**config.mk**
```make
export PLATFORM = sky130hd
export DESIGN_NAME = mult_acc_pipe_flat
export DESIGN_NICKNAME = d
export VERILOG_FILES = /design/src/rtl/mult_acc_pipe_if.sv /design/src/rtl/mult_acc_pipe.sv /design/src/flat_wrapper.sv
export SDC_FILE = /design/constraint.sdc
export NUM_CORES = 1
export LEC_CHECK = 0
export CORE_MARGIN = 1
export CORE_UTILIZATION = 50
export CTS_CLUSTER_DIAMETER = 120
export CTS_CLUSTER_SIZE = 10
export DETAILED_ROUTE_END_ITERATION = 10
export GPL_ROUTABILITY_DRIVEN = 0
export PLACE_DENSITY = 0.69
export SLEW_MARGIN = 0
export SYNTH_ARGS = -nofsm -noshare
export SYNTH_HDL_FRONTEND = slang
export SYNTH_SLANG_ARGS = --single-unit
```
**constraint.sdc**
```tcl
create_clock -name clk -period 7.9 [get_ports clk]
set_input_delay 1.58 -clock clk [delete_from_list [all_inputs] [get_ports clk]]
set_output_delay 1.58 -clock clk [all_outputs]
set_load 0.005 [all_outputs]
```
**src/rtl/mult_acc_pipe_if.sv**
```systemverilog
// Sample bus for mult_acc_pipe: operands and per-sample control in, product and
// running accumulator out.
//
// Handshake: valid-only, no ready. The source presents one sample per clock,
// qualified by valid_i. The block never stalls. valid_o pulses for one cycle
// when data_o/acc_o carry the result of a valid sample, and is otherwise 0.
interface mult_acc_pipe_if #(
  parameter int DATA_WIDTH_1 = 8,
  parameter int DATA_WIDTH_2 = 8,
  parameter int ACC_WIDTH    = 24
);
  logic                                 valid_i;
  logic [DATA_WIDTH_1-1:0]              data1_i;
  logic [DATA_WIDTH_2-1:0]              data2_i;
  logic                                 acc_en_i;
  logic                                 clr_i;
  logic [DATA_WIDTH_1+DATA_WIDTH_2-1:0] data_o;
  logic [ACC_WIDTH-1:0]                 acc_o;
  logic                                 valid_o;
  logic                                 ovf_o;

  modport master (
    output valid_i, data1_i, data2_i, acc_en_i, clr_i,
    input  data_o, acc_o, valid_o, ovf_o
  );

  modport slave (
    input  valid_i, data1_i, data2_i, acc_en_i, clr_i,
    output data_o, acc_o, valid_o, ovf_o
  );
endinterface

```
**src/rtl/mult_acc_pipe.sv**
```systemverilog
// Pipelined multiply-accumulate. Inputs are captured, then multiplied over
// PIPE_STAGES registers, then summed in a single-cycle accumulator stage.
module mult_acc_pipe #(
  parameter int DATA_WIDTH_1 = 8,
  parameter int DATA_WIDTH_2 = 8,
  parameter int PIPE_STAGES  = 2,
  parameter int ACC_WIDTH    = 24,
  parameter int SIGNED       = 0
) (
  input  logic            clk,
  input  logic            rst,
  mult_acc_pipe_if.slave  bus
);
  localparam int  PW        = DATA_WIDTH_1 + DATA_WIDTH_2;
  localparam int  EW        = ACC_WIDTH - PW;
  localparam bit  IS_SIGNED = (SIGNED != 0);

  // Capture register: operands and control sampled together.
  logic                    in_vld, in_en, in_clr;
  logic [DATA_WIDTH_1-1:0] in_a;
  logic [DATA_WIDTH_2-1:0] in_b;

  // Multiplier stages; index PIPE_STAGES-1 feeds the accumulator.
  logic [PIPE_STAGES-1:0]  st_vld, st_en, st_clr;
  logic [PW-1:0]           st_prod [PIPE_STAGES];

  logic [PW-1:0]           a_ext, b_ext, prod_c;
  logic [PW-1:0]           fin_prod;
  logic [ACC_WIDTH-1:0]    prod_ext;
  logic [ACC_WIDTH:0]      sum;
  logic                    ovf_step;

  logic [PW-1:0]           data_q;
  logic [ACC_WIDTH-1:0]    acc_q;
  logic                    valid_q, ovf_q;

  // Operands widened to the product width, so the low PW bits of the
  // product are exact for both signed and unsigned arithmetic.
  generate
    if (IS_SIGNED) begin : g_sext_ops
      assign a_ext = {{DATA_WIDTH_2{in_a[DATA_WIDTH_1-1]}}, in_a};
      assign b_ext = {{DATA_WIDTH_1{in_b[DATA_WIDTH_2-1]}}, in_b};
    end else begin : g_zext_ops
      assign a_ext = {{DATA_WIDTH_2{1'b0}}, in_a};
      assign b_ext = {{DATA_WIDTH_1{1'b0}}, in_b};
    end
  endgenerate

  assign prod_c   = a_ext * b_ext;
  assign fin_prod = st_prod[PIPE_STAGES-1];

  generate
    if (EW > 0) begin : g_ext_prod
      assign prod_ext = {{EW{IS_SIGNED & fin_prod[PW-1]}}, fin_prod};
    end else begin : g_same_width
      assign prod_ext = fin_prod;
    end
  endgenerate

  assign sum = {1'b0, acc_q} + {1'b0, prod_ext};

  always_comb begin
    ovf_step = 1'b0;
    if (IS_SIGNED)
      ovf_step = (acc_q[ACC_WIDTH-1] == prod_ext[ACC_WIDTH-1]) &&
                 (sum[ACC_WIDTH-1] != acc_q[ACC_WIDTH-1]);
    else
      ovf_step = sum[ACC_WIDTH];
  end

  always_ff @(posedge clk or posedge rst) begin
    if (rst) begin
      in_vld <= 1'b0;
      in_en  <= 1'b0;
      in_clr <= 1'b0;
      in_a   <= '0;
      in_b   <= '0;
      st_vld <= '0;
      st_en  <= '0;
      st_clr <= '0;
      for (int i = 0; i < PIPE_STAGES; i++) st_prod[i] <= '0;
    end else begin
      in_vld     <= bus.valid_i;
      in_en      <= bus.acc_en_i;
      in_clr     <= bus.clr_i;
      in_a       <= bus.data1_i;
      in_b       <= bus.data2_i;
      st_vld[0]  <= in_vld;
      st_en[0]   <= in_en;
      st_clr[0]  <= in_clr;
      st_prod[0] <= prod_c;
      for (int i = 1; i < PIPE_STAGES; i++) begin
        st_vld[i]  <= st_vld[i-1];
        st_en[i]   <= st_en[i-1];
        st_clr[i]  <= st_clr[i-1];
        st_prod[i] <= st_prod[i-1];
      end
    end
  end

  // Accumulator stage: bubbles leave data, accumulator and overflow untouched.
  always_ff @(posedge clk or posedge rst) begin
    if (rst) begin
      data_q  <= '0;
      acc_q   <= '0;
      valid_q <= 1'b0;
      ovf_q   <= 1'b0;
    end else begin
      valid_q <= st_vld[PIPE_STAGES-1];
      if (st_vld[PIPE_STAGES-1]) begin
        data_q <= fin_prod;
        if (st_clr[PIPE_STAGES-1]) begin
          acc_q <= st_en[PIPE_STAGES-1] ? prod_ext : '0;
          ovf_q <= 1'b0;
        end else if (st_en[PIPE_STAGES-1]) begin
          acc_q <= sum[ACC_WIDTH-1:0];
          ovf_q <= ovf_q | ovf_step;
        end
      end
    end
  end

  assign bus.data_o  = data_q;
  assign bus.acc_o   = acc_q;
  assign bus.valid_o = valid_q;
  assign bus.ovf_o   = ovf_q;
endmodule
```
**src/flat_wrapper.sv**
```systemverilog
// flat-port wrapper written by rule: the top's interface ports become plain ports
module mult_acc_pipe_flat 
#(
  parameter int DATA_WIDTH_1 = 8,
  parameter int DATA_WIDTH_2 = 8,
  parameter int PIPE_STAGES  = 2,
  parameter int ACC_WIDTH    = 24,
  parameter int SIGNED       = 0
)
  (clk, rst, bus_valid_i, bus_data1_i, bus_data2_i, bus_acc_en_i, bus_clr_i, bus_data_o, bus_acc_o, bus_valid_o, bus_ovf_o);
  mult_acc_pipe_if #(.DATA_WIDTH_1(DATA_WIDTH_1), .DATA_WIDTH_2(DATA_WIDTH_2), .ACC_WIDTH(ACC_WIDTH)) bus_i ();
  input  logic clk;
  input  logic rst;
  input wire logic [$bits(bus_i.valid_i)-1:0] bus_valid_i;
  input wire logic [$bits(bus_i.data1_i)-1:0] bus_data1_i;
  input wire logic [$bits(bus_i.data2_i)-1:0] bus_data2_i;
  input wire logic [$bits(bus_i.acc_en_i)-1:0] bus_acc_en_i;
  input wire logic [$bits(bus_i.clr_i)-1:0] bus_clr_i;
  output wire logic [$bits(bus_i.data_o)-1:0] bus_data_o;
  output wire logic [$bits(bus_i.acc_o)-1:0] bus_acc_o;
  output wire logic [$bits(bus_i.valid_o)-1:0] bus_valid_o;
  output wire logic [$bits(bus_i.ovf_o)-1:0] bus_ovf_o;
  assign bus_i.valid_i = bus_valid_i;
  assign bus_i.data1_i = bus_data1_i;
  assign bus_i.data2_i = bus_data2_i;
  assign bus_i.acc_en_i = bus_acc_en_i;
  assign bus_i.clr_i = bus_clr_i;
  assign bus_data_o = bus_i.data_o;
  assign bus_acc_o = bus_i.acc_o;
  assign bus_valid_o = bus_i.valid_o;
  assign bus_ovf_o = bus_i.ovf_o;
  mult_acc_pipe #(.DATA_WIDTH_1(DATA_WIDTH_1), .DATA_WIDTH_2(DATA_WIDTH_2), .PIPE_STAGES(PIPE_STAGES), .ACC_WIDTH(ACC_WIDTH), .SIGNED(SIGNED)) u_core (.clk(clk), .rst(rst), .bus(bus_i));
endmodule
```
=== Yosys cells after proc, flatten, opt, wreduce, memory -nomap -nowiden ===
Index checks and enable logic that the tools add are counted.
Widths: inputs -> output; s select.

* Flip-flop bits (word level): 99
* Logic and storage cells: 24

* $mul: 1
* Add/sub/neg operators: 1
* Multiplexer cells: 5
* Reductions and logical operators: 2
* Bitwise operators: 1

{| class="wikitable"
|+ Operators with widths
! operator !! number
|-
| $mux 24 || 2
|-
| $add 24x16->25 || 1
|-
| $mul 8x8->16 || 1
|-
| $mux 16 || 1
|-
| $mux 1 || 2
|-
| $reduce_and 2->1 || 1
|-
| $reduce_bool 2->1 || 1
|-
| $or 1x1->1 || 1
|}

=== Longest topological paths before layout ===
* Depth after elaboration: 4
* Gate-level depth with buffers: 16
* Depth with buffers taken out: 16

=== Least setup slack after synthesis ===
Ideal clock, no wire load.

* Kind: reg2reg
* From: register u_core.in_b[7]
* To: register u_core.st_prod[29] (netlist name)
* Setup time: 0.080 ns
* Stages on the path, launching flop included: 14
* Data required time: 7.820 ns
* Arrival time: 4.062 ns
* Setup slack: 3.758 ns
* Path buffers: 0
* Cells stage by stage: dfrtp_1 > and2_1 > fa_1 > fa_1 > fa_1 > inv_1 > fa_1 > inv_1 > ha_1 > or3_1 > a211o_1 > a31o_2 > a21oi_1 > xnor2_1

* Word-level cells in the longest chain between the ends: 1

{| class="wikitable"
|+ Ends and longest elaborated chain
! item !! line !! RTL
|-
| start: declaration || mult_acc_pipe.sv:21 || <nowiki>logic [DATA_WIDTH_2-1:0] in_b;</nowiki>
|-
| start signal: assignment || mult_acc_pipe.sv:87 || <nowiki>in_b <= bus.data2_i;</nowiki>
|-
| $mul 8x8->16 || mult_acc_pipe.sv:49 || <nowiki>assign prod_c = a_ext * b_ext;</nowiki>
|-
| net u_core.prod_c[13] || mult_acc_pipe.sv:27 || <nowiki>logic [PW-1:0] a_ext, b_ext, prod_c;</nowiki>
|-
| end signal: indexed assignment || mult_acc_pipe.sv:96 || <nowiki>st_prod[i] <= st_prod[i-1];</nowiki>
|-
| end: declaration || mult_acc_pipe.sv:25 || <nowiki>logic [PW-1:0] st_prod [PIPE_STAGES];</nowiki>
|}

The timed path passes the listed nets, and every way through them passes these cells.
A chain may end at the register's enable or synchronous reset.

=== Final worst setup path ===
* From: register u_core.in_a[2]
* To: register u_core.st_prod[29] (netlist name)

* Word-level cells in the longest chain between the ends: 1

{| class="wikitable"
|+ Ends and longest elaborated chain
! item !! line !! RTL
|-
| start: declaration || mult_acc_pipe.sv:20 || <nowiki>logic [DATA_WIDTH_1-1:0] in_a;</nowiki>
|-
| start signal: assignment || mult_acc_pipe.sv:86 || <nowiki>in_a <= bus.data1_i;</nowiki>
|-
| $mul 8x8->16 || mult_acc_pipe.sv:49 ||
|-
| net u_core.prod_c[13] || mult_acc_pipe.sv:27 ||
|}

The timed path passes the listed nets, and every way through them passes these cells.

==> impl_metrics.csv <==
group,metric,value,unit
synth,syn_area,6071,um2
sta,maxSlewViolCount,0,
routing,drt-initial-drc-count,205,
clock_network,clkSlewWorstSetupHoldPaths,0.07,ns
outcome,violations,"design-rule violations",
die,core-area,11610,um2
sta,fmax,228.9,MHz
final_layout,num-fill-cells,995,
routing,met1_length,5212,um
routing,dr_wl_met2,6102,um
final_layout,multi_input_area,3289,um2
die,boundaryPins,63,
routing,top_layer_used,"met4",
sta,hold-worst-slack,0.3471,ns
min_path,min_path_type,"reg2reg",
clock_network,clockRootBuffer,"clkbuf_16",
sta,rsz0062_at_grt,"false",
sta,tns,0,ns
power_and_ir_drop,power,2.292,mW
clock_network,cts_sinks,99,
die,die_area,12590,um2
synth,synth-edff-count,0,
final_layout,design_area,7163,um2
routing,wl_met3,444,um
place,dpl_cell_area,6850,um2
synth,ys_seq_area_share,40.81,%
worst_setup_path,endpoint_kind,"register",
sta,setup_violations,0,
synth,synth.distinct_cells,48,
synth,yosys_warnings,0,
global_routing,grt-ovfl-total,0,
worst_setup_path,path_max_fanout,8,
synth,synth.avg_cell_area,10.63,um2
worst_setup_path,cp-start-kind,"register",
worst_setup_path,cp_data_arrival_time,4.65,ns
global_routing,grt_pass1_vias,4331,
sta,worst_pin_slew,0.8339,ns
sta,fin_ws,3.531,ns
final_layout,fin_util,61.68,%
worst_setup_path,rr_worst_depth,13,
clock_network,postCtsHoldBufs,0,
sta,finalClockSkew,0.007506,ns
global_routing,grt.total_usage,20.44,%
sta,period_share,55.31,%
clock_network,cts.path.max_buffers,2,
clock_network,post_cts_resized,0,
final_layout,drive_gt1_share,4.531,%
die,start_util,52.27,%
routing,detail_route.wl_per_cell,15.18,um
final_layout,seqCellArea,2477,um2
place,io_buffers,62,
final_layout,final_nets,745,
clock_network,htreeDepth,3,
clock_network,cts_buffers,9,
place,dp_cells,767,
routing,drc,5,
power_and_ir_drop,power_leakage,3.400,nW
global_routing,antenna_found_initial,0,
synth,syn_inst,571,
routing,num_vias,4261,
min_path,hold_depth,0,
power_and_ir_drop,p_per_area,320.0,nW/um2
job,drv_cap,0,
worst_setup_path,required,8.18,ns
place,hpwlAfterDp,9161,um
sta,min_period,4.369,ns
outcome,status,"finished, violations left",
synth,synth_nets,681,
sta,slew_headroom,44.41,%
global_routing,grt_first_pass_wirelength,20340,um
sta,final_hold_viol_count,0,
synth,ys_seq_elements,99,
final_layout,diodes,0,
die,fp-row-count,39,
final_layout,synthToLayoutAreaGrowth,17.99,%
routing,dr.pass1.iters,8,
global_routing,grt_start_max_net_pins,67,
place,pre_cts_ws,3.528,ns
routing,ant_nets,0,
power_and_ir_drop,peakVddDrop,0.0001365,V
synth,async_flop_share,100.0,%
synth,synthFlopType,"dfrtp_1",
routing,via_per_inst,5.442,
clock_network,cts_setup_buffers,0,
die,die_w,112.2,um
worst_setup_path,critPathKind,"reg2reg",
final_layout,stdcell_count,783,
die,die-height,112.2,um
clock_network,cts_tree,"yes",
clock_network,clk_latency,0.35,ns
routing,wl,11890,um
-- cell families (layout without fill, tap and decap cells) --
kind of cell    count (synthesis)  in the layout  share of synthesized area [%]
simple gates                  155            155                          13.38
compound gates                113            113                          12.70
flops                          99             99                          40.81
fa+ha+maj                      89             89                          22.92
buf+inv                        81            150                          5.008
xor+xnor                       26             26                          3.751
mux                             8              8                          1.443
-- Yosys cell counts (10+ instances only) --
library cell   n  area [um2]
dfrtp_1       99        2477
nor2_1        13       48.80
xor2_1        10       87.58
o221ai_1      10       87.58
nand2b_1      16       100.1
xnor2_1       16       140.1
inv_1         69       259.0
fa_1          37       740.7
clkbuf_1      10       37.54
o21ai_0       25       125.1
a21oi_1       25       125.1
and2_1        51       319.1
nand2_1       47       176.4
ha_1          52       650.6
-- cell type report --
cell class              instances  share of cell area [%]
clock buffers                  11                   3.528
clock inverters                 5                  0.8384
inverters                      69                   3.651
multi-input cells             391                   45.92
flip-flops and latches         99                   34.59
well taps                     143                   2.498
repair buffers                 65                   8.978
-- sequential cells by signal, summed over array words and instances, names as in the netlist, 8 cells and up --
signal             flops
u_core.in_b            8
u_core.in_a            8
u_core.bus.data_o     16
u_core.bus.acc_o      24
u_core.st_prod        16
u_core.fin_prod       16
-- report_power, final --
group          total, mW  switching (mW)  internal [mW]
combinational       1.10           0.565          0.530
sequential         0.746           0.102          0.644
clock              0.451           0.187          0.264
-- final timing paths --
| kind | startpoint | end | slack (ns) |
|---|---|---|---|
| worst max-delay path | u_core.in_a[2]$_DFF_PP0_ | u_core.st_prod[29]$_DFF_PP0_ | 3.53 |
| worst min-delay path | u_core.st_prod[18]$_DFF_PP0_ | u_core.fin_prod[2]$_DFF_PP0_ | 0.35 |
| worst max register to register | u_core.in_a[2]$_DFF_PP0_ | u_core.st_prod[29]$_DFF_PP0_ | 3.53 |
| worst min register to register | u_core.st_prod[18]$_DFF_PP0_ | u_core.fin_prod[2]$_DFF_PP0_ | 0.35 |
| max in group asynchronous | rst | u_core.st_prod[20]$_DFF_PP0_ | 5.16 |
| min in group asynchronous | rst | u_core.in_a[7]$_DFF_PP0_ | 1.59 |
-- worst max-delay path, cell delays in order, from the launching register on --
cell     delay (ns)
dfrtp_1        0.46
and2_1         0.19
fa_1           0.51
fa_1           0.53
fa_1           0.56
inv_1          0.06
fa_1           0.53
inv_1          0.04
ha_1           0.23
or3_1          0.39
a211o_1        0.27
a31o_2         0.24
a21oi_1        0.17
xnor2_1        0.13
-- cells in the final DEF (no fill, tap or decap), drive strengths merged, types with 16 or more instances in the layout --
cell type       n
inv            70
nand2b         17
fa             37
ha             52
clkdlybuf4s50  62
and2           51
dfrtp          99
a21oi          25
nand2          47
xnor2          16
o21ai          27
-- metal layers --
layer / vias up / GRT usage, %
met3: 10 / 3.888
met4: 0 / 7.378
met5: - / 0
met1: 2111 / 26.10
li1: 2052 / -
met2: 88 / 34.87
Note: power is estimated with default switching activity, not from simulation.
